$ cat config.mk
export PLATFORM = sky130hd
export DESIGN_NAME = persiana_motor
export DESIGN_NICKNAME = d
export VERILOG_FILES = /design/src/rtl/persiana_pkg.sv /design/src/rtl/persiana_prescaler.sv /design/src/rtl/persiana_motor.sv
export SDC_FILE = /design/constraint.sdc
export NUM_CORES = 1
export LEC_CHECK = 0
export ABC_CLOCK_PERIOD_IN_PS = 3100
export BUFFER_PORTS_ARGS = -buffer_cell sky130_fd_sc_hd__buf_4
export CAP_MARGIN = 20
export CORE_ASPECT_RATIO = 1.4
export CORE_UTILIZATION = 35
export CTS_CLUSTER_DIAMETER = 40
export DETAILED_ROUTE_END_ITERATION = 8
export PLACE_DENSITY = 0.55
export SLEW_MARGIN = 20
export SYNTH_ARGS = -nofsm -noshare
export SYNTH_HDL_FRONTEND = slang
export SYNTH_SLANG_ARGS = --single-unit
$ cat constraint.sdc
create_clock -name reloj -period 3.1 [get_ports reloj]
set_input_delay 0.155 -clock reloj [delete_from_list [all_inputs] [get_ports reloj]]
set_output_delay 0.155 -clock reloj [all_outputs]
set_load 0.03 [all_outputs]
$ cat src/rtl/persiana_pkg.sv
// Shared types for the blind actuator: controller states, level codes and
// the level-to-step decode.
package persiana_pkg;

  typedef enum logic [2:0] {
    HOMING,
    IDLE,
    UP,
    DOWN,
    DEAD,
    FAULT
  } estado_t;

  localparam logic [1:0] NIVEL_CERRADO = 2'b00;
  localparam logic [1:0] NIVEL_MEDIO   = 2'b01;
  localparam logic [1:0] NIVEL_ABIERTO = 2'b10;

  function automatic logic [31:0] nivel_a_pasos(input logic [1:0]  nivel,
                                                input logic [31:0] pasos_full);
    case (nivel)
      NIVEL_CERRADO: return '0;
      NIVEL_MEDIO:   return pasos_full >> 1;
      NIVEL_ABIERTO: return pasos_full;
      default:       return '0;
    endcase
  endfunction

endpackage

$ cat src/rtl/persiana_prescaler.sv
// Modulo-STEP_DIV cycle counter; o_step strobes on the cycle the count wraps.
module persiana_prescaler #(
  parameter int unsigned STEP_DIV = 4
) (
  input  logic i_clk,
  input  logic i_rst_n,
  input  logic i_en,
  input  logic i_clr,
  output logic o_step
);

  localparam int unsigned   CW   = (STEP_DIV > 1) ? $clog2(STEP_DIV) : 1;
  localparam logic [CW-1:0] LAST = CW'(STEP_DIV - 1);

  logic [CW-1:0] r_cnt;

  assign o_step = i_en && (r_cnt == LAST);

  always_ff @(posedge i_clk or negedge i_rst_n) begin
    if (!i_rst_n) begin
      r_cnt <= '0;
    end else if (i_clr || o_step) begin
      r_cnt <= '0;
    end else if (i_en) begin
      r_cnt <= r_cnt + 1'b1;
    end
  end

endmodule

$ cat src/rtl/persiana_motor.sv
// Stepped blind motor driver: homes on the bottom limit switch, tracks step
// position toward the decoded level, inserts dead time on reversals.
module persiana_motor
  import persiana_pkg::*;
#(
  parameter int unsigned STEPS_FULL  = 200,
  parameter int unsigned STEP_DIV    = 4,
  parameter int unsigned DEAD_TIME   = 3,
  parameter int unsigned POS_W       = 8,
  parameter int unsigned HOME_MARGIN = 8
) (
  input  logic             reloj,
  input  logic             reset_n,
  input  logic [1:0]       P,
  input  logic             limit_low,
  output logic             motor_up,
  output logic             motor_down,
  output logic [POS_W-1:0] pos,
  output logic             moving,
  output logic             at_target,
  output logic             fault
);

  localparam int unsigned HOME_LIMIT = STEPS_FULL + HOME_MARGIN;
  localparam int unsigned HW = $clog2(HOME_LIMIT + 1);
  localparam int unsigned DW = (DEAD_TIME > 1) ? $clog2(DEAD_TIME) : 1;

  estado_t          r_state, w_next;
  logic [POS_W-1:0] r_pos, w_pos_next;
  logic [POS_W-1:0] r_target, w_target;
  logic [HW-1:0]    r_home_cnt, w_home_next;
  logic [DW-1:0]    r_dead_cnt, w_dead_next;
  logic             r_motor_up, r_motor_down, r_moving, r_at_target, r_fault;
  logic             w_step, w_en, w_clr;

  // Code 11 keeps whatever level was last decoded.
  assign w_target = (P == 2'b11) ? r_target : POS_W'(nivel_a_pasos(P, STEPS_FULL));

  assign w_en  = (r_state == HOMING) || (r_state == UP) || (r_state == DOWN);
  assign w_clr = !w_en || (w_next != r_state);

  persiana_prescaler #(
    .STEP_DIV(STEP_DIV)
  ) u_prescaler (
    .i_clk  (reloj),
    .i_rst_n(reset_n),
    .i_en   (w_en),
    .i_clr  (w_clr),
    .o_step (w_step)
  );

  always_comb begin
    w_next      = r_state;
    w_pos_next  = r_pos;
    w_home_next = '0;
    w_dead_next = '0;
    case (r_state)
      HOMING: begin
        if (limit_low) begin
          w_pos_next = '0;
          w_next     = IDLE;
        end else begin
          w_home_next = r_home_cnt;
          if (w_step) begin
            w_home_next = r_home_cnt + 1'b1;
            if (r_home_cnt == HW'(HOME_LIMIT - 1)) w_next = FAULT;
          end
        end
      end
      IDLE: begin
        if (w_target > r_pos)      w_next = UP;
        else if (w_target < r_pos) w_next = DOWN;
      end
      UP: begin
        if (w_target > r_pos) begin
          if (w_step) begin
            w_pos_next = r_pos + 1'b1;
            if (w_pos_next == w_target) w_next = IDLE;
          end
        end else begin
          w_next = DEAD;
        end
      end
      DOWN: begin
        // The limit switch overrides the tracked count: position resyncs to 0.
        if (limit_low) begin
          w_pos_next = '0;
          w_next     = (w_target == '0) ? IDLE : DEAD;
        end else if (w_target < r_pos) begin
          if (w_step) begin
            w_pos_next = (r_pos == '0) ? '0 : r_pos - 1'b1;
            if (w_pos_next == w_target) w_next = IDLE;
          end
        end else begin
          w_next = DEAD;
        end
      end
      DEAD: begin
        if (r_dead_cnt == DW'(DEAD_TIME - 1)) begin
          if (w_target > r_pos)      w_next = UP;
          else if (w_target < r_pos) w_next = DOWN;
          else                       w_next = IDLE;
        end else begin
          w_dead_next = r_dead_cnt + 1'b1;
        end
      end
      FAULT:   w_next = FAULT;
      default: w_next = HOMING;
    endcase
  end

  // Outputs are registered from the next state so they line up with it.
  always_ff @(posedge reloj or negedge reset_n) begin
    if (!reset_n) begin
      r_state      <= HOMING;
      r_pos        <= '0;
      r_target     <= '0;
      r_home_cnt   <= '0;
      r_dead_cnt   <= '0;
      r_motor_up   <= 1'b0;
      r_motor_down <= 1'b0;
      r_moving     <= 1'b0;
      r_at_target  <= 1'b0;
      r_fault      <= 1'b0;
    end else begin
      r_state      <= w_next;
      r_pos        <= w_pos_next;
      r_target     <= w_target;
      r_home_cnt   <= w_home_next;
      r_dead_cnt   <= w_dead_next;
      r_motor_up   <= (w_next == UP);
      r_motor_down <= (w_next == HOMING) || (w_next == DOWN);
      r_moving     <= (w_next == HOMING) || (w_next == UP) || (w_next == DOWN);
      r_at_target  <= (w_next == IDLE) && (w_pos_next == w_target);
      r_fault      <= (w_next == FAULT);
    end
  end

  assign motor_up   = r_motor_up;
  assign motor_down = r_motor_down;
  assign pos        = r_pos;
  assign moving     = r_moving;
  assign at_target  = r_at_target;
  assign fault      = r_fault;

endmodule

==> results.sh, run 1 <==
export IMPL_gp_congestion=0.934
export IMPL_cts_tree="built"
export IMPL_die_x_um=78.1
export IMPL_syn_area_um2=2830
export IMPL_die_area_um2=8470
export IMPL_drive_gt1_share_pct=37.8
export IMPL_hold_viol_final=0
export IMPL_finalCritPeriodShare_pct=102
export IMPL_yosysWarnings=0
export IMPL_nets=445
export IMPL_ys_seq_area_share_pct=31.8
export IMPL_finalMaxSlewViolations=0
export IMPL_slew_headroom_pct=55.9
export IMPL_clockBufferDepth=2
export IMPL_setup_ws_ns=-0.0606
export IMPL_fin_skew_ns=0.0113
export IMPL_dp_cells=502
export IMPL_yosys_top_cells_area="dfrtp_1, ha_1, nor2_1, a21oi_1, o21ai_0"
export IMPL_rsz0062_at_grt="true"
export IMPL_cp_start_kind="flop"
export IMPL_post_dp_hpwl_um=7230
export IMPL_crit_type="flop to flop"
export IMPL_fmax_ghz=0.316
export IMPL_whs_path_depth=4
export IMPL_synthToLayoutAreaGrowth_pct=41.8
export IMPL_drv_cap=0
export IMPL_critical_path_arrival_ns=3.37
export IMPL_power_density_nw_per_um2=454
export IMPL_grt_pass1_vias=2879
export IMPL_reg2reg_from="r_target[2]"
export IMPL_fp_row_count=38
export IMPL_netlist_instances=327
export IMPL_h_tree_depth=2
export IMPL_critPathCaptureType="flop"
export IMPL_instances_no_fill=526
export IMPL_path_max_fanout=4
export IMPL_viasPerCell=5.65
export IMPL_syn_avg_cell_area_um2=8.67
export IMPL_synth_async_reset_ratio_pct=100
export IMPL_violations="setup timing"
export IMPL_dr_first_iter_drc_count=200
export IMPL_drc=0
export IMPL_setup_viol=1
export IMPL_drt_total_wl_um=9400
export IMPL_synth_top_area_cell="dfrtp_1"
export IMPL_whs_endpoint="r_home_cnt[6]"
export IMPL_pre_cts_ws_ns=-0.218
export IMPL_synthTopCellsByCount="dfrtp_1, nor2_1, a21oi_1"
export IMPL_synth_flop_cell="dfrtp_1"
export IMPL_worst_ep_required_time_ns=3.31
export IMPL_worstMarginPinSlew_ns=0.661
export IMPL_clock_sinks=36
export IMPL_routedWlPerCell_um=17.9
export IMPL_placement_cell_area_um2=3620
export IMPL_total_power_mw=1.82
export IMPL_hp_start="limit_low"
export IMPL_yosysTopAreaCellShare_pct=31.8
export IMPL_gr_total_overflow=0
export IMPL_portBuffers=17
export IMPL_synth_edf_count=0
export IMPL_fin_area_um2=4020
export IMPL_regToRegSetupSlack_ns=-0.06
export IMPL_ant_nets=0
export IMPL_syn_num_nets=347
export IMPL_dieHeight_um=108
export IMPL_grt_use_total_pct=22.9
export IMPL_antenna_cells=0
export IMPL_clk_pin_slew_ns=0.08
export IMPL_clockRootBuffer="clkbuf_8"
export IMPL_vdd_drop_max_mv=0.280
export IMPL_floorplan_initialDensity_pct=36.3
export IMPL_ys_types=71
export IMPL_leakage_nw=1.77
export IMPL_post_route_min_period_ns=3.16
export IMPL_hold_class="primary input to flop"
export IMPL_grt_pass1_wl_um=14600
export IMPL_synth_seq_cells=36
export IMPL_synth_most_common_cell="dfrtp_1"
export IMPL_reg2reg_to="at_target"
export IMPL_grt_start_max_net_pins=37
export IMPL_status="finished, violations left"
export IMPL_num_vias=2970
export IMPL_antenna_found_initial=0
export IMPL_io_pins=18
export IMPL_clk_latency_ns=0.30
export IMPL_core_um2=7800
export IMPL_r2r_cells=16
export IMPL_first_pass_iters=5
export IMPL_cts_made_buffers=5
## timing repair
item | in CTS | in global routing
setup endpoints to repair | 1 | 5
hold buffers | 1 | 0
setup buffers | 0 | 15
endpoints found under the hold margin | 36 | 0
pin swaps | 1 | 17
resized for setup | 5 | 33
## cells in the final DEF (no fill, tap or decap), types with 6 or more instances in the layout
master	instances
buf_4	101
nor3_1	13
a21oi_1	19
ha_1	8
clkbuf_8	6
a21o_1	6
xor2_1	7
nand2_1	18
xnor2_1	10
dfrtp_1	33
nor2_1	32
nand3_1	13
inv_1	16
o21ai_0	16
## how the worst max path moves through the flow
| stage | from | to | slack (ns) | depth (start not counted) |
|---|---|---|---|---|
| after floorplan | pos[2] | at_target | 0.0005 | 13 |
| after global placement | P[0] | at_target | -0.21 | 15 |
| after detailed placement | P[0] | at_target | -0.22 | 15 |
| after CTS | pos[0] | at_target | 0.0007 | 11 |
| after global routing | r_target[2] | at_target | -0.17 | 16 |
| final | r_target[2] | at_target | -0.06 | 16 |
## sequential cells by signal (all words and copies together) (netlist names)
name / flops
r_home_cnt: 8
fault: 1
at_target: 1
r_state: 3
pos: 8
u_prescaler.r_cnt: 2
r_dead_cnt: 2
r_target: 8
motor_up: 1
motor_down: 1
moving: 1
## logic make-up (layout without fill, tap and decap cells)
family	count (synthesis)	count (layout)	share of synthesized area, %
AO/OA/AOI/OAI	85	85	20.8
XOR/XNOR	20	20	7.64
adder cells (fa/ha/maj)	15	15	6.62
buffers and inverters	33	132	4.90
flip-flops	36	36	31.8
multiplexers	8	8	3.09
AND/OR/NAND/NOR	130	130	25.2
## critical path, stage by stage, from the launching register on
cell and delay (ns):
dfrtp_1 0.42, mux2i_4 0.17, inv_2 0.08, ha_4 0.22, and3_4 0.17, buf_4 0.13
and3_4 0.19, nor3_4 0.26, buf_4 0.17, buf_4 0.10, a31oi_1 0.07, o21a_1 0.20
a41oi_2 0.17, buf_4 0.16, o211a_1 0.19, o2111ai_2 0.15, nor4_2 0.23
## through the flow
stage	hold WS [ns]	setup TNS, ns	utilization (%)
2_1_floorplan	-0.141	0	-
3_3_place_gp	0.147	-0.254	46.4
3_5_place_dp	0.154	-0.499	46.4
4_1_cts	0.359	0	47.9
5_1_grt	0.393	-0.172	51.5
6_report	0.352	-0.0606	51.5
## final cells by class
cell class                      instances  area [um^2]
Timing Repair Buffer                  104          800
Inverter                               20         75.1
Tap cell                              100          125
Clock inverter                          2         10.0
Multi-Input combinational cell        258         2020
Fill cell                             755         3780
Sequential cell                        36          905
Clock buffer                            6         82.6
## per-layer routing
layer  up-vias  routed length, um  track usage (%)
li1       1392                  -                -
met4         0                503             16.0
met3        38                385             4.05
met5         -                  0                0
met2       102               4810             39.0
met1      1438               3700             25.7
## where the power goes
group | leakage [nW] | switching (mW) | internal (mW)
combinational | 1.24 | 0.507 | 0.397
clock | 0.0510 | 0.180 | 0.178
sequential | 0.481 | 0.0271 | 0.535
total | 1.77 | 0.713 | 1.11
Note: power is estimated with default switching activity, not from simulation.
==> run 2: changes to the inputs <==
--- a/config.mk
+++ b/config.mk
@@ -5,14 +5,15 @@
 export SDC_FILE = /design/constraint.sdc
 export NUM_CORES = 1
 export LEC_CHECK = 0
+export ABC_AREA = 1
 export ABC_CLOCK_PERIOD_IN_PS = 3100
 export BUFFER_PORTS_ARGS = -buffer_cell sky130_fd_sc_hd__buf_4
 export CAP_MARGIN = 20
 export CORE_ASPECT_RATIO = 1.4
 export CORE_UTILIZATION = 35
-export CTS_CLUSTER_DIAMETER = 40
+export CTS_CLUSTER_DIAMETER = 100
 export DETAILED_ROUTE_END_ITERATION = 8
-export PLACE_DENSITY = 0.55
+export PLACE_DENSITY = 0.54
 export SLEW_MARGIN = 20
 export SYNTH_ARGS = -nofsm -noshare
 export SYNTH_HDL_FRONTEND = slang
==> results.sh, run 2 <==
export IMPL_critPathCaptureType="flop"
export IMPL_clock_sinks=36
export IMPL_gr_total_overflow=0
export IMPL_fin_area_um2=3700
export IMPL_vdd_drop_max_mv=0.629
export IMPL_floorplan_initialDensity_pct=36.5
export IMPL_yosys_top_cells_area="dfrtp_1, nand2_1, nand3_1, ha_1, inv_1"
export IMPL_ys_seq_area_share_pct=28.4
export IMPL_final_common_cell="nand2_1"
export IMPL_most_common_layout_cells="nand2_1, nand3_1, buf_4"
export IMPL_post_route_min_period_ns=2.59
export IMPL_p_seq_share_pct=17.9
export IMPL_fp_row_count=40
export IMPL_die_x_um=82.5
export IMPL_leakage_nw=1.94
export IMPL_yosysTopAreaCellShare_pct=28.4
export IMPL_grt_pass1_wl_um=15500
export IMPL_status="completed"
export IMPL_grt_pass1_vias=3203
export IMPL_fin_skew_ns=0.00677
export IMPL_finalMaxSlewViolations=0
export IMPL_switching_share_pct=53.8
export IMPL_power_density_nw_per_um2=971
export IMPL_slew_headroom_pct=55.1
export IMPL_grt_use_total_pct=22.3
export IMPL_hold_class="primary input to flop"
export IMPL_synthTopCellsByCount="nand2_1, nand3_1, inv_1"
export IMPL_first_pass_iters=5
export IMPL_p_int_mw=1.66
export IMPL_synthToLayoutAreaGrowth_pct=16.5
export IMPL_synth_top_area_cell="dfrtp_1"
export IMPL_viasPerCell=5.37
export IMPL_fmax_ghz=0.387
export IMPL_dr_first_iter_drc_count=144
export IMPL_io_pins=18
export IMPL_syn_area_um2=3180
export IMPL_clkPwrFrac_pct=14.3
export IMPL_synth_most_common_cell="nand2_1"
export IMPL_synth_edf_count=0
export IMPL_die_area_um2=9470
export IMPL_clockBufferDepth=2
export IMPL_cts_setup_buffers=0
export IMPL_setup_viol=0
export IMPL_drv_cap=0
export IMPL_synth_async_reset_ratio_pct=100
export IMPL_cts_tree="built"
export IMPL_hold_viol_final=0
export IMPL_finalCritPeriodShare_pct=83.4
export IMPL_path_max_fanout=12
export IMPL_core_um2=8710
export IMPL_antenna_cells=0
export IMPL_nets=536
export IMPL_syn_avg_cell_area_um2=6.70
export IMPL_clk_pin_slew_ns=0.06
export IMPL_cp_start_kind="primary input"
export IMPL_cts_made_buffers=5
export IMPL_h_tree_depth=2
export IMPL_total_power_mw=3.60
export IMPL_worstMarginPinSlew_ns=0.669
export IMPL_grt_start_max_net_pins=37
export IMPL_ant_nets=0
export IMPL_gp_congestion=0.990
export IMPL_portBuffers=17
export IMPL_ys_types=36
export IMPL_netlist_instances=474
export IMPL_worst_ep_required_time_ns=3.32
export IMPL_routedWlPerCell_um=15.9
export IMPL_pwr_share_comb_pct=67.8
export IMPL_num_vias=3338
export IMPL_clk_latency_ns=0.29
export IMPL_setup_tns_final_ns=0
export IMPL_dieHeight_um=115
export IMPL_critical_path_arrival_ns=2.81
export IMPL_synth_seq_cells=36
export IMPL_antenna_found_initial=0
export IMPL_crit_type="primary input to flop"
export IMPL_yosysWarnings=0
export IMPL_cts_resized=0
export IMPL_rsz0062_at_grt="false"
export IMPL_post_dp_hpwl_um=7890
export IMPL_power_switching_mw=1.93
export IMPL_drt_total_wl_um=9900
export IMPL_drc=0
export IMPL_drive_gt1_share_pct=19.7
export IMPL_clockRootBuffer="clkbuf_16"
export IMPL_placement_cell_area_um2=3550
export IMPL_synth_flop_cell="dfrtp_1"
export IMPL_syn_num_nets=494
run 2: repair_timing:
item / CTS / global route
hold buffers: 1 / 0
hold endpoints to repair: 36 / 0
endpoints found under the setup margin: 0 / 0
run 2: worst max-delay path, cell delays in order:
cell and delay [ns]:
buf_4 0.09, ha_1 0.34, inv_1 0.10, nand2_1 0.09, nand2_1 0.13, ha_1 0.33, nand2_1 0.08, nor2_2 0.18
nand2_2 0.14, nand2_4 0.13, nand2_2 0.17, nor2_2 0.17, nand4_2 0.19, nand2_2 0.13, inv_1 0.09, nor2_2 0.12
nand3_1 0.09, nor2_1 0.09
run 2: path summary, 6_finish.rpt:
kind,startpoint,end,slack (ns),cells past startpoint
worst max register to register,r_target[7],at_target,0.60,15
max in group asynchronous,reset_n,r_target[3],2.38,2
worst min-delay path,limit_low,r_home_cnt[5],0.25,4
worst min register to register,r_dead_cnt[0],r_dead_cnt[0],0.43,1
min in group asynchronous,reset_n,pos[3],0.36,2
worst max-delay path,P[0],at_target,0.51,18
run 2: cell type report:
cell class | count | area [um^2]
fillers | 945 | 5010
multi-input cells | 378 | 1980
flip-flops and latches | 36 | 901
repair buffers | 48 | 363
inverters | 47 | 179
well taps | 105 | 131
clock buffers | 5 | 125
clock inverters | 3 | 21.3
run 2: kinds of logic after synthesis:
| family | count (synthesis) | share of synthesized area, % |
|---|---|---|
| flops | 36 | 28.4 |
| compound gates | 37 | 6.74 |
| fa+ha+maj | 15 | 5.91 |
| xor+xnor | 6 | 1.89 |
| simple gates | 320 | 47.9 |
| buf+inv | 60 | 9.26 |
run 2: metrics by stage:
step	instances	hold WS [ns]	setup WS [ns]	utilization (%)
floorplan	474	-0.141	0.626	-
global placement	613	0.157	0.315	40.7
detailed placement	613	0.155	0.213	40.7
CTS	622	0.241	0.522	42.5
global route	622	0.283	0.139	42.5
finish	622	0.255	0.514	42.5
run 2: power groups by stage:
stage	clock network (mW)	logic [mW]	registers (mW)
floorplan	0	1.70	0.764
global placement	0	2.39	0.648
detailed placement	0	2.41	0.650
CTS	0.529	2.42	0.642
global route	0.542	2.69	0.652
finish	0.514	2.44	0.643
run 2: metal layers:
metal	wire length, um	GRT usage (%)
met3	383	3.59
met1	3930	24.0
met4	602	14.4
met5	0	0
met2	4980	39.4
